File: config.mk
export PLATFORM = sky130hd
export DESIGN_NAME = seg7_scan_decoder
export DESIGN_NICKNAME = d
export VERILOG_FILES = /design/src/rtl/seg7_scan_decoder_pkg.sv /design/src/rtl/seg7_scan_decoder_seg7_to_bcd.sv /design/src/rtl/seg7_scan_decoder.sv
export SDC_FILE = /design/constraint.sdc
export NUM_CORES = 1
export LEC_CHECK = 0
export CORE_AREA = 2 2 97 99
export CTS_CLUSTER_DIAMETER = 30
export DETAILED_ROUTE_END_ITERATION = 16
export DIE_AREA = 0 0 99 101
export PLACE_DENSITY = 0.71
export REMOVE_ABC_BUFFERS = 1
export SYNTH_ARGS = -nofsm -noshare
export SYNTH_HDL_FRONTEND = slang
export SYNTH_SLANG_ARGS = --single-unit
File: constraint.sdc
create_clock -name clk -period 6.5 [get_ports clk]
set_input_delay 0.975 -clock clk [delete_from_list [all_inputs] [get_ports clk]]
set_output_delay 0.975 -clock clk [all_outputs]
set_load 0.1 [all_outputs]
File: src/rtl/seg7_scan_decoder_pkg.sv
// rtl/seg7_scan_decoder_pkg.sv - shared constants, types and segment decode for the scan decoder
package seg7_scan_decoder_pkg;

  localparam int NUM_DIGITS = 6;

  // Digit slot indices, aligned with the sel bus bit positions
  localparam int HT = 0;
  localparam int HU = 1;
  localparam int MT = 2;
  localparam int MU = 3;
  localparam int ST = 4;
  localparam int SU = 5;

  localparam logic [3:0] BCD_INVALID = 4'hF;

  // Active-low segment patterns, bit order gfedcba
  localparam logic [6:0] SEG_0 = 7'b1000000;
  localparam logic [6:0] SEG_1 = 7'b1111001;
  localparam logic [6:0] SEG_2 = 7'b0100100;
  localparam logic [6:0] SEG_3 = 7'b0110000;
  localparam logic [6:0] SEG_4 = 7'b0011001;
  localparam logic [6:0] SEG_5 = 7'b0010010;
  localparam logic [6:0] SEG_6 = 7'b0000010;
  localparam logic [6:0] SEG_7 = 7'b1111000;
  localparam logic [6:0] SEG_8 = 7'b0000000;
  localparam logic [6:0] SEG_9 = 7'b0010000;

  typedef struct packed {
    logic       invalid;
    logic [3:0] bcd;
  } bcd_dec_t;

  // Map a segment pattern to its BCD value; anything else is flagged and reads as BCD_INVALID
  function automatic bcd_dec_t seg_decode(input logic [6:0] seg);
    bcd_dec_t d;
    d.invalid = 1'b0;
    d.bcd     = BCD_INVALID;
    case (seg)
      SEG_0:   d.bcd = 4'd0;
      SEG_1:   d.bcd = 4'd1;
      SEG_2:   d.bcd = 4'd2;
      SEG_3:   d.bcd = 4'd3;
      SEG_4:   d.bcd = 4'd4;
      SEG_5:   d.bcd = 4'd5;
      SEG_6:   d.bcd = 4'd6;
      SEG_7:   d.bcd = 4'd7;
      SEG_8:   d.bcd = 4'd8;
      SEG_9:   d.bcd = 4'd9;
      default: d.invalid = 1'b1;
    endcase
    return d;
  endfunction

endpackage

File: src/rtl/seg7_scan_decoder_seg7_to_bcd.sv
// rtl/seg7_scan_decoder_seg7_to_bcd.sv - combinational segment pattern to BCD decoder
module seg7_to_bcd
  import seg7_scan_decoder_pkg::*;
(
  input  logic [6:0] seg,
  output logic [3:0] bcd,
  output logic       invalid
);

  bcd_dec_t dec;

  // Pure table lookup; invalid patterns come out as BCD_INVALID with the flag set
  always_comb begin
    dec = seg_decode(seg);
  end

  assign bcd     = dec.bcd;
  assign invalid = dec.invalid;

endmodule

File: src/rtl/seg7_scan_decoder.sv
// rtl/seg7_scan_decoder.sv - rebuilds HH:MM:SS from a multiplexed 7-segment scan
module seg7_scan_decoder
  import seg7_scan_decoder_pkg::*;
#(
  parameter int SETTLE_CYC  = 4,
  parameter int TIMEOUT_CYC = 4096
) (
  input  logic       clk,
  input  logic       rst,
  input  logic [6:0] seg_in,
  input  logic [5:0] sel_in,
  output logic [7:0] hour_bcd,
  output logic [7:0] min_bcd,
  output logic [7:0] sec_bcd,
  output logic       frame_valid,
  output logic       frame_err,
  output logic       stale
);

  localparam int         IDLE_W   = $clog2(TIMEOUT_CYC + 1);
  localparam logic [7:0] CNT_MAX  = 8'(SETTLE_CYC);
  localparam logic [7:0] CNT_PRE  = 8'(SETTLE_CYC - 1);
  localparam logic [IDLE_W-1:0] IDLE_MAX = IDLE_W'(TIMEOUT_CYC);

  logic [6:0] seg_s1, seg_s2, seg_prev;
  logic [5:0] sel_s1, sel_s2, sel_prev;

  logic [7:0] cnt;
  logic       sel_one_hot;
  logic       sample_same;
  logic       stable;
  logic       capture;
  logic [2:0] idx;

  logic [3:0] dec_bcd;
  logic       dec_invalid;

  logic [3:0] slot [NUM_DIGITS];
  logic [NUM_DIGITS-1:0] cap_mask;
  logic [NUM_DIGITS-1:0] bad;
  logic                  frame_full;

  logic [IDLE_W-1:0] idle_cnt;
  logic              idle_hit;

  logic hour_bad, min_bad, sec_bad;
  logic range_err;

  // Two-flop synchronizer plus one history stage used for stability comparison
  always_ff @(posedge clk) begin
    if (rst) begin
      seg_s1   <= '0;
      seg_s2   <= '0;
      seg_prev <= '0;
      sel_s1   <= '0;
      sel_s2   <= '0;
      sel_prev <= '0;
    end else begin
      seg_s1   <= seg_in;
      seg_s2   <= seg_s1;
      seg_prev <= seg_s2;
      sel_s1   <= sel_in;
      sel_s2   <= sel_s1;
      sel_prev <= sel_s2;
    end
  end

  // A sample is stable when it repeats and selects exactly one digit
  always_comb begin
    sel_one_hot = (sel_s2 != 6'd0) && ((sel_s2 & (sel_s2 - 6'd1)) == 6'd0);
    sample_same = ({sel_s2, seg_s2} == {sel_prev, seg_prev});
    stable      = sel_one_hot && sample_same;
    capture     = stable && (cnt == CNT_PRE);
  end

  // Settle counter saturates so a long hold produces only one capture
  always_ff @(posedge clk) begin
    if (rst) begin
      cnt <= '0;
    end else if (!stable) begin
      cnt <= '0;
    end else if (cnt != CNT_MAX) begin
      cnt <= cnt + 8'd1;
    end
  end

  // Slot index from the one-hot select; only meaningful when capture is set
  always_comb begin
    idx = '0;
    for (int i = 0; i < NUM_DIGITS; i++) begin
      if (sel_s2[i]) idx = 3'(i);
    end
  end

  seg7_to_bcd u_dec (
    .seg     (seg_s2),
    .bcd     (dec_bcd),
    .invalid (dec_invalid)
  );

  assign frame_full = (cap_mask == {NUM_DIGITS{1'b1}});
  assign idle_hit   = (idle_cnt == IDLE_MAX);

  // Digit storage; a later capture of the same slot overwrites the earlier one
  always_ff @(posedge clk) begin
    if (rst) begin
      for (int i = 0; i < NUM_DIGITS; i++) slot[i] <= '0;
    end else if (capture) begin
      slot[idx] <= dec_bcd;
    end
  end

  // Capture and bad masks; cleared when a frame is published or the scan goes idle
  always_ff @(posedge clk) begin
    if (rst) begin
      cap_mask <= '0;
      bad      <= '0;
    end else if (capture) begin
      cap_mask[idx] <= 1'b1;
      bad[idx]      <= dec_invalid;
    end else if (frame_full || idle_hit) begin
      cap_mask <= '0;
      bad      <= '0;
    end
  end

  // Idle counter restarts on each capture and parks at the timeout value
  always_ff @(posedge clk) begin
    if (rst) begin
      idle_cnt <= '0;
    end else if (capture) begin
      idle_cnt <= '0;
    end else if (!idle_hit) begin
      idle_cnt <= idle_cnt + 1'b1;
    end
  end

  // Stale flag: raised by the idle timeout, dropped by the next accepted digit
  always_ff @(posedge clk) begin
    if (rst) begin
      stale <= 1'b0;
    end else if (capture) begin
      stale <= 1'b0;
    end else if (idle_hit) begin
      stale <= 1'b1;
    end
  end

  // Range rules only apply to fields whose digits all decoded cleanly
  always_comb begin
    hour_bad  = bad[HT] | bad[HU];
    min_bad   = bad[MT] | bad[MU];
    sec_bad   = bad[ST] | bad[SU];
    range_err = 1'b0;
    if (!hour_bad && ((slot[HT] > 4'd2) || ((slot[HT] == 4'd2) && (slot[HU] > 4'd3))))
      range_err = 1'b1;
    if (!min_bad && (slot[MT] > 4'd5))
      range_err = 1'b1;
    if (!sec_bad && (slot[ST] > 4'd5))
      range_err = 1'b1;
  end

  // Publish the snapshot one cycle after the last missing digit arrives
  always_ff @(posedge clk) begin
    if (rst) begin
      hour_bcd    <= '0;
      min_bcd     <= '0;
      sec_bcd     <= '0;
      frame_valid <= 1'b0;
      frame_err   <= 1'b0;
    end else begin
      frame_valid <= frame_full;
      if (frame_full) begin
        hour_bcd  <= {slot[HT], slot[HU]};
        min_bcd   <= {slot[MT], slot[MU]};
        sec_bcd   <= {slot[ST], slot[SU]};
        frame_err <= (|bad) | range_err;
      end
    end
  end

endmodule
Yosys cells after proc, flatten, opt, wreduce, memory -nomap -nowiden --
Memories as Yosys holds them, arrays and structs flattened. A register that Yosys moved wholly into a read port is not among the register bits. Index checks and enable logic that the tools add are counted.
Word-level totals: flip-flop bits (word level) 99, latch bits 0, memory bits (writable) 24, bits in read-only memories 0, bits of input ports 15, output and inout port bits 27, word-level logic and storage cells 94, memories 1
Memory list:
- slot | words 6, width 4, read ports 6, clocked after Yosys merged registers in 2, wr ports 6, RTL line seg7_scan_decoder.sv:38 | logic [3:0] slot [NUM_DIGITS];
Cells by class: add/subtract/negate cells 3, $mul 0, div/mod/pow operators 0, $lt $le $gt $ge 6, eq/ne operators 15, shift operators 0, muxes and demuxes 24, bitwise logic cells 7, reduce and logical (&&, ||, !) cells 22
Operator list (count):
- 4-bit one-hot mux with 10 select lines | 1
- 7-bit by 5-bit == test with 1-bit output (second input constant) | 3
- 7-bit == test (second input constant) | 3
- 6-bit two-way mux | 3
- 3-bit two-way mux | 5
- 7-bit by 6-bit == test with 1-bit output (second input constant) | 2
- 13-bit by 1-bit adder with 13-bit output (second input constant) | 1
- 13-bit == test | 1
- 13-bit == test (second input constant) | 1
- 1-bit two-way mux | 12
- 10-bit OR reduction | 1
- 8-bit by 1-bit adder with 8-bit output (second input constant) | 1
- 8-bit by 2-bit == test with 1-bit output (second input constant) | 1
- 4-bit by 2-bit > comparator with 1-bit output (second input constant) | 2
- 4-bit by 3-bit > comparator with 1-bit output (second input constant) | 2
- 1-bit logical AND | 8
- 8-bit by 3-bit inequality test with 1-bit output (second input constant) | 1
- 7-bit by 2-bit == test with 1-bit output (second input constant) | 1
- 7-bit zero test | 1
- 6-bit bitwise AND | 1
- 6-bit bitwise mux | 1
- 6-bit == test (second input constant) | 1
- 6-bit zero test | 1
- 6-bit OR | 1
- other kinds (15) | 22

Longest topological paths before layout --
Gate-level depths: netlist of the first run.
depth after elaboration 11, mapped depth 10, mapped depth without buffers 8

Modules after synthesis --
Synthesis of the first run repeated with hierarchy kept, for this count alone.
Second synthesis, totals: cells, all modules 489, area, all modules 4787.1 um^2
By module, submodules not included:
- seg7_scan_decoder | instances 1, cells an instance 460, area each 4590.7 um^2, seq. area each 2702.6 um^2
- seg7_to_bcd | instances 1, cells an instance 29, area each 196.4 um^2, seq. area each 0.0 um^2

Least setup slack after synthesis of the first run --
Ideal clock, no wire load.
kind register to register, from reg cnt[3], to mem slot[5][0], enable pin, library setup time 310 ps, arrival time 2270 ps, data required time 6190 ps, path slack 3920 ps, cell stages (with the launch flop) 8, path buffers 1, period minus slack after synthesis 2580 ps, cells stage by stage dfxtp_1 or3_4 nor4_4 inv_2 or4_1 buf_2 or4b_4 nand2b_1
RTL lines:
- start: declaration | RTL line seg7_scan_decoder.sv:28 | logic [7:0] cnt;
- start signal: assignment | RTL line seg7_scan_decoder.sv:83 | cnt <= cnt + 8'd1;
- end: declaration | RTL line seg7_scan_decoder.sv:38

Final worst setup path of the first run --
from reg hour_bcd[6] (read register of slot), to out hour_bcd[6]
RTL lines:
- start: declaration | RTL line seg7_scan_decoder.sv:12 | output logic [7:0] hour_bcd,
No word-level cell between the ends.

==> results of run 1 <==
how the worst max path moves through the flow:
stage / startpoint / endpoint
2_1_floorplan: cnt[3]$_SDFFE_PP0P_ / slot[5][0]$_DFFE_PP_
3_3_place_gp: rst / bad[1]$_SDFFE_PP0P_
3_5_place_dp: rst / bad[1]$_SDFFE_PP0P_
4_1_cts: hour_bcd[6]$_SDFFE_PP0P_ / hour_bcd[6]
5_1_grt: cnt[0]$_SDFFE_PP0P_ / idle_cnt[6]$_SDFFE_PP0N_
6_report: hour_bcd[6]$_SDFFE_PP0P_ / hour_bcd[6]
per-stage QoR:
step / power (uW) / hold slack (ps) / setup WS, ps / std cells
2_1_floorplan: 860 / 414 / 3930 / 482
3_3_place_gp: 885 / 417 / 3410 / 636
3_5_place_dp: 886 / 420 / 3310 / 636
4_1_cts: 1770 / 433 / 3520 / 668
5_1_grt: 1820 / 441 / 3300 / 668
6_report: 1760 / 432 / 3550 / 668
flip-flops by register name, indices dropped and copies added (netlist names), 6 cells and up:
register	count
hour_bcd	8
sel_s1	6
seg_prev	7
idle_cnt	13
bad	6
cap_mask	6
sel_prev	6
cnt	8
slot	24
sec_bcd	8
seg_s1	7
min_bcd	8
seg_s2	7
sel_s2	6
synthesized netlist by cell type (all sizes together) (3+ instances only):
| cell | n | area share |
|---|---|---|
| nand2 | 73 | 0.057 |
| nor2 | 58 | 0.045 |
| nand3 | 14 | 0.015 |
| or3 | 6 | 0.0088 |
| mux2i | 7 | 0.015 |
| a211o | 3 | 0.0055 |
| o21ai | 5 | 0.0052 |
| nor3 | 7 | 0.0073 |
| nand3b | 4 | 0.0062 |
| a21oi | 32 | 0.033 |
| dfxtp | 99 | 0.41 |
| ha | 4 | 0.010 |
| clkbuf | 22 | 0.017 |
| xnor2 | 4 | 0.0073 |
| nand2b | 7 | 0.0091 |
| a211oi | 4 | 0.0062 |
| nor4 | 6 | 0.011 |
| nand4 | 3 | 0.0039 |
| edfxtp | 24 | 0.15 |
| or2 | 9 | 0.012 |
| nor2b | 39 | 0.051 |
| nor4b | 3 | 0.0055 |
| xor2 | 23 | 0.042 |
| or4 | 3 | 0.0047 |
| o21a | 5 | 0.0078 |
| and3 | 8 | 0.011 |
| inv | 13 | 0.010 |
cell families after synthesis:
logic type	share of synthesized area
buffers and inverters	0.0293
xor gates and xnor gates	0.0491
muxes	0.0145
AOI/OAI and AO/OA	0.0784
DFF	0.561
adders and majority gates	0.0104
and+or+nand+nor	0.257
layer usage:
metal,vias up,routed length [microns],global-route usage
met5,-,0,0
met4,0,83,0.0790
met3,9,273,0.0506
met2,58,4060,0.295
met1,1578,4000,0.221
li1,1777,-,-
final cells by class:
cell class	instances	area, sq um	area share
inverters	13	48.8	0.00833
flip-flops and latches	123	2700	0.461
well taps	111	139	0.0237
repair buffers	43	420	0.0718
clock buffers	21	449	0.0767
multi-input cells	346	1980	0.338
clock inverters	11	119	0.0203
power by group:
group	internal (uW)	switching, uW	total [uW]
Combinational	29.8	34.6	64.4
Clock	564	328	891
Sequential	793	12.9	806
worst reg2reg max path, stage by stage, from the launching register on:
cell and delay (ps):
dfxtp_1 380, or2_1 280, a211oi_1 290, nor2_1 110, or4_1 670, o21bai_1 860
nor2_1 140
==> results.ini, run 1 <==
[outcome]
status=complete, no violations

[worst_setup_path]
cp.required_ps=5520
path_max_fanout=2
regToRegSetupSlack_ps=3610
cp.buffers_inverters=1
cp.depth=1
arrival_ps=1970
start_kind=flop
cpLargestDelayFamily=buffers and inverters
critPathKind=flop to primary output
slowest_stage=clkdlybuf4s50_1
rr_endpoint=idle_cnt[6]$_SDFFE_PP0N_
crit_path_end_kind=primary output
path_cells=clkdlybuf4s50_1
r2r.worst_path.cells=6
crit_path_max_incr_delay_ps=1130
r2r-start=sel_s2[3]$_SDFF_PP0_

[global_route]
grt_max_degree=76
grt_usage=0.180
grt_pass1_wl_microns=14200
antenna_found_initial=0
overflow=0
grt_pass1_vias=3151

[min_path]
hp-class=flop to flop
hold_depth=1
hold_path_end=seg_s2[5]$_SDFF_PP0_
hold_start=seg_s1[5]$_SDFF_PP0_

[cts]
cts_root_buf=clkbuf_8
cts_resized=0
numCtsBuffers=17
cts_sinks=123
clockBufferDepth=2
cts_hold_buf=0
post-cts-setup-buffers=0
h-tree-depth=4
clkLatencyLatePin_ps=500
clkTransAtPathRegs_ps=50
cts_tree=yes

[synthesis]
synthesis.area_sq_um=4820
ys_seq_elements=123
synth_edf_count=24
synth-async-reset-ratio=0
syn_avg_cell_area_sq_um=9.52
ys_seq_area_frac=0.561
ys_types=48
ys_warn_count=0
ys.flop_type=dfxtp_1
synth_cells=506

[finish]
finalInstanceArea_sq_um=5860
fin_nets=563
diodes=0
mostFrequentLayoutCells=dfxtp_1, nand2_1, nor2_1, clkdlybuf4s50_1, nor2b_1
fill_cells=742
final_core_util=0.652
syn_to_final_growth_pct=21.6
final_common_cell=dfxtp_1
drive_above_1_share=0.0862

[power]
p_leak_uw=0.00219
ir_drop_v=0.000185
power.density_nw_per_um2=301

[placed_design]
port_buffers=41
hpwl_microns=5480
dpl-instance-area_sq_um=5290
gp_congestion=0.864

[die]
core_sq_um=8980
die_w_microns=99
die_h_microns=101
initial_utilization=0.537
pin_count=42
die-area_sq_um=10000
rows=35

[timing]
slew_headroom=0.204
worst_pin_slew_ps=1180
period_share=0.453
fin_setup_tns_ps=0
rsz0062_at_grt=no
period_minus_slack_ps=2950
setup_viol=0
final_hold_viol_count=0
drv_slew=0
finalClockSkew_ps=9.22
clock.fmax_mhz=339

[detailed_routing]
vias_per_cell=5.12
ant_nets=0
totalWireLength_microns=8410
detail_route.first_pass.iterations=4
drc=0
vias=3422
initialDrtViolationCount=118
routedWlPerCell_microns=12.6

[run]
max_cap_viol_count=0

Power figures use the tool's default switching activity.
==> inputs of run 2 (changes only) <==
CORE_AREA = 2 2 101 103   (was 2 2 97 99)
DIE_AREA = 0 0 103 105   (was 0 0 99 101)
PLACE_DENSITY = 0.69   (was 0.71)
clock period = 2.6 ns   (was 6.5 ns; I/O delays follow)
==> run 2 against run 1 <==
Net effect: worst hold slack worse by 6.3 ps; sequential cell count stayed put; die area rose by 8.2%; critical path depth increased by 5; register-to-register slack worse by 3500 ps; setup slack got worse by 3500 ps; final cell count is 7.0% higher; total power increased by 150%; via count is 4.9% higher; first-iteration DRC count is 2.5% lower; clock skew grew 2.3 ps; critical endpoint is now slot[5][3]$_DFFE_PP_.
==> results.ini, run 2 (synthesis results as in run 1) <==
[outcome]
status=complete, no violations

[placed_design]
port_buffers=41
gp_congestion=0.824
hpwl_microns=5780
placed_cells=683

[die]
core_sq_um=9640
rows=36
die_h_microns=105
initial_utilization=0.500
die_w_microns=103
die-area_sq_um=10800
pin_count=42

[detailed_routing]
detail_route.first_pass.iterations=5
totalWireLength_microns=8640
vias_per_cell=5.02
routedWlPerCell_microns=12.1
initialDrtViolationCount=115
drc=0
vias=3591
ant_nets=0

[timing]
finalClockSkew_ps=11.5
hold_ws_ps=425
period_minus_slack_ps=2520
final_hold_viol_count=0
period_share=0.971
setup_viol=0
rsz0062_at_grt=no
clock.fmax_mhz=396
slew_headroom=0.427
fin_setup_tns_ps=0
worst_pin_slew_ps=859
drv_slew=0

[power]
power_frac_seq=0.461
p_comb_frac=0.045
pwr-share-clk=0.494
p_sw_frac=0.213
p_int_uw=3420
p_total_uw=4350
ir_drop_v=0.000606
power.density_nw_per_um2=722
p_leak_uw=0.00238
p_sw_uw=926

[finish]
final_common_cell=dfxtp_1
regMostFlops=slot
syn_to_final_growth_pct=24.9
largest_reg_flops=24
drive_above_1_share=0.179
final_core_util=0.624
fin_cells=715
diodes=0
mostFrequentLayoutCells=dfxtp_1, nand2_1, nor2_1, buf_4, nor2b_1
fin_nets=588
fill_cells=863
reg_top3=slot (24), idle_cnt (13)

[global_route]
grt_pass1_vias=3303
grt_max_degree=74
grt_use_met2=0.278
grt_pass1_wl_microns=14700
use_met3=0.0635
met1_usage=0.212
antenna_found_initial=0
grt_usage=0.176
overflow=0
grt-busiest-layer=met2

[worst_setup_path]
cp.required_ps=2820
regToRegSetupSlack_ps=80
critPathKind=flop to flop
start_kind=flop
crit_path_end_kind=flop
arrival_ps=2750
path_max_fanout=4

[cts]
cts_tree=yes
numCtsBuffers=17
clkTransAtPathRegs_ps=60
clkLatencyLatePin_ps=520
post-cts-setup-buffers=0
cts_root_buf=clkbuf_8
cts_hold_buf=0
h-tree-depth=4
clockBufferDepth=2
cts_sinks=123

[run]
max_cap_viol_count=0

[min_path]
hp-class=input port to flop

[run 2: changes by cell type in the layout (fill, tap and decap cells not counted), sizes merged]
cell and delta:
clkbuf +1, bufinv -1, clkdlybuf4s50 -27, buf +52
[run 2: metal layers]
metal	vias to the layer above	routed length, microns
met2	83	4060
li1	1820	-
met4	0	176
met3	18	439
met5	-	0
met1	1670	3960
[run 2: worst max-delay path, cell delays in order (launching register included)]
cell	delay, ps
dfxtp_1	330
or3_4	410
nor4_4	250
inv_2	50
or4_4	530
or4b_4	550
nand2b_4	120
[run 2: worst paths after layout]
path,from,endpoint,depth (start not counted)
worst max register to register,cnt[7]$_SDFFE_PP0P_,slot[5][3]$_DFFE_PP_,6
worst max-delay path,cnt[7]$_SDFFE_PP0P_,slot[5][3]$_DFFE_PP_,6
worst min register to register,sel_s1[4]$_SDFF_PP0_,sel_s2[4]$_SDFF_PP0_,1
worst min-delay path,sel_in[1],sel_s1[1]$_SDFF_PP0_,2
[run 2: area by class of cell]
class,instances,area [sq um],share of cell area
timing repair buffer,68,541,0.0898
clock buffer,22,464,0.0771
clock inverter,10,92.6,0.0154
multi-input combinational,346,2000,0.333
sequential,123,2700,0.449
tap,133,166,0.0277
inverter,13,48.8,0.00811
[run 2: power by group through the flow]
stage,clock [uW],sequential (uW),combinational [uW]
after floorplan,0,2050,103
after global routing,2290,2010,220
after CTS,2190,2000,194
after detailed placement,0,2040,192
after global placement,0,2040,189
final,2150,2000,196
[run 2: per-stage QoR]
step,setup slack (ps),cell area (sq um)
final,76.6,6020
after global routing,11.0,6020
after global placement,14.4,5440
after detailed placement,9.06,5440
after CTS,35.4,6000
after floorplan,28.9,4720
[run 2: timing repair]
action,CTS,global route
endpoints found under the setup margin,4,17
gates resized for setup,1,4
cloned,0,0
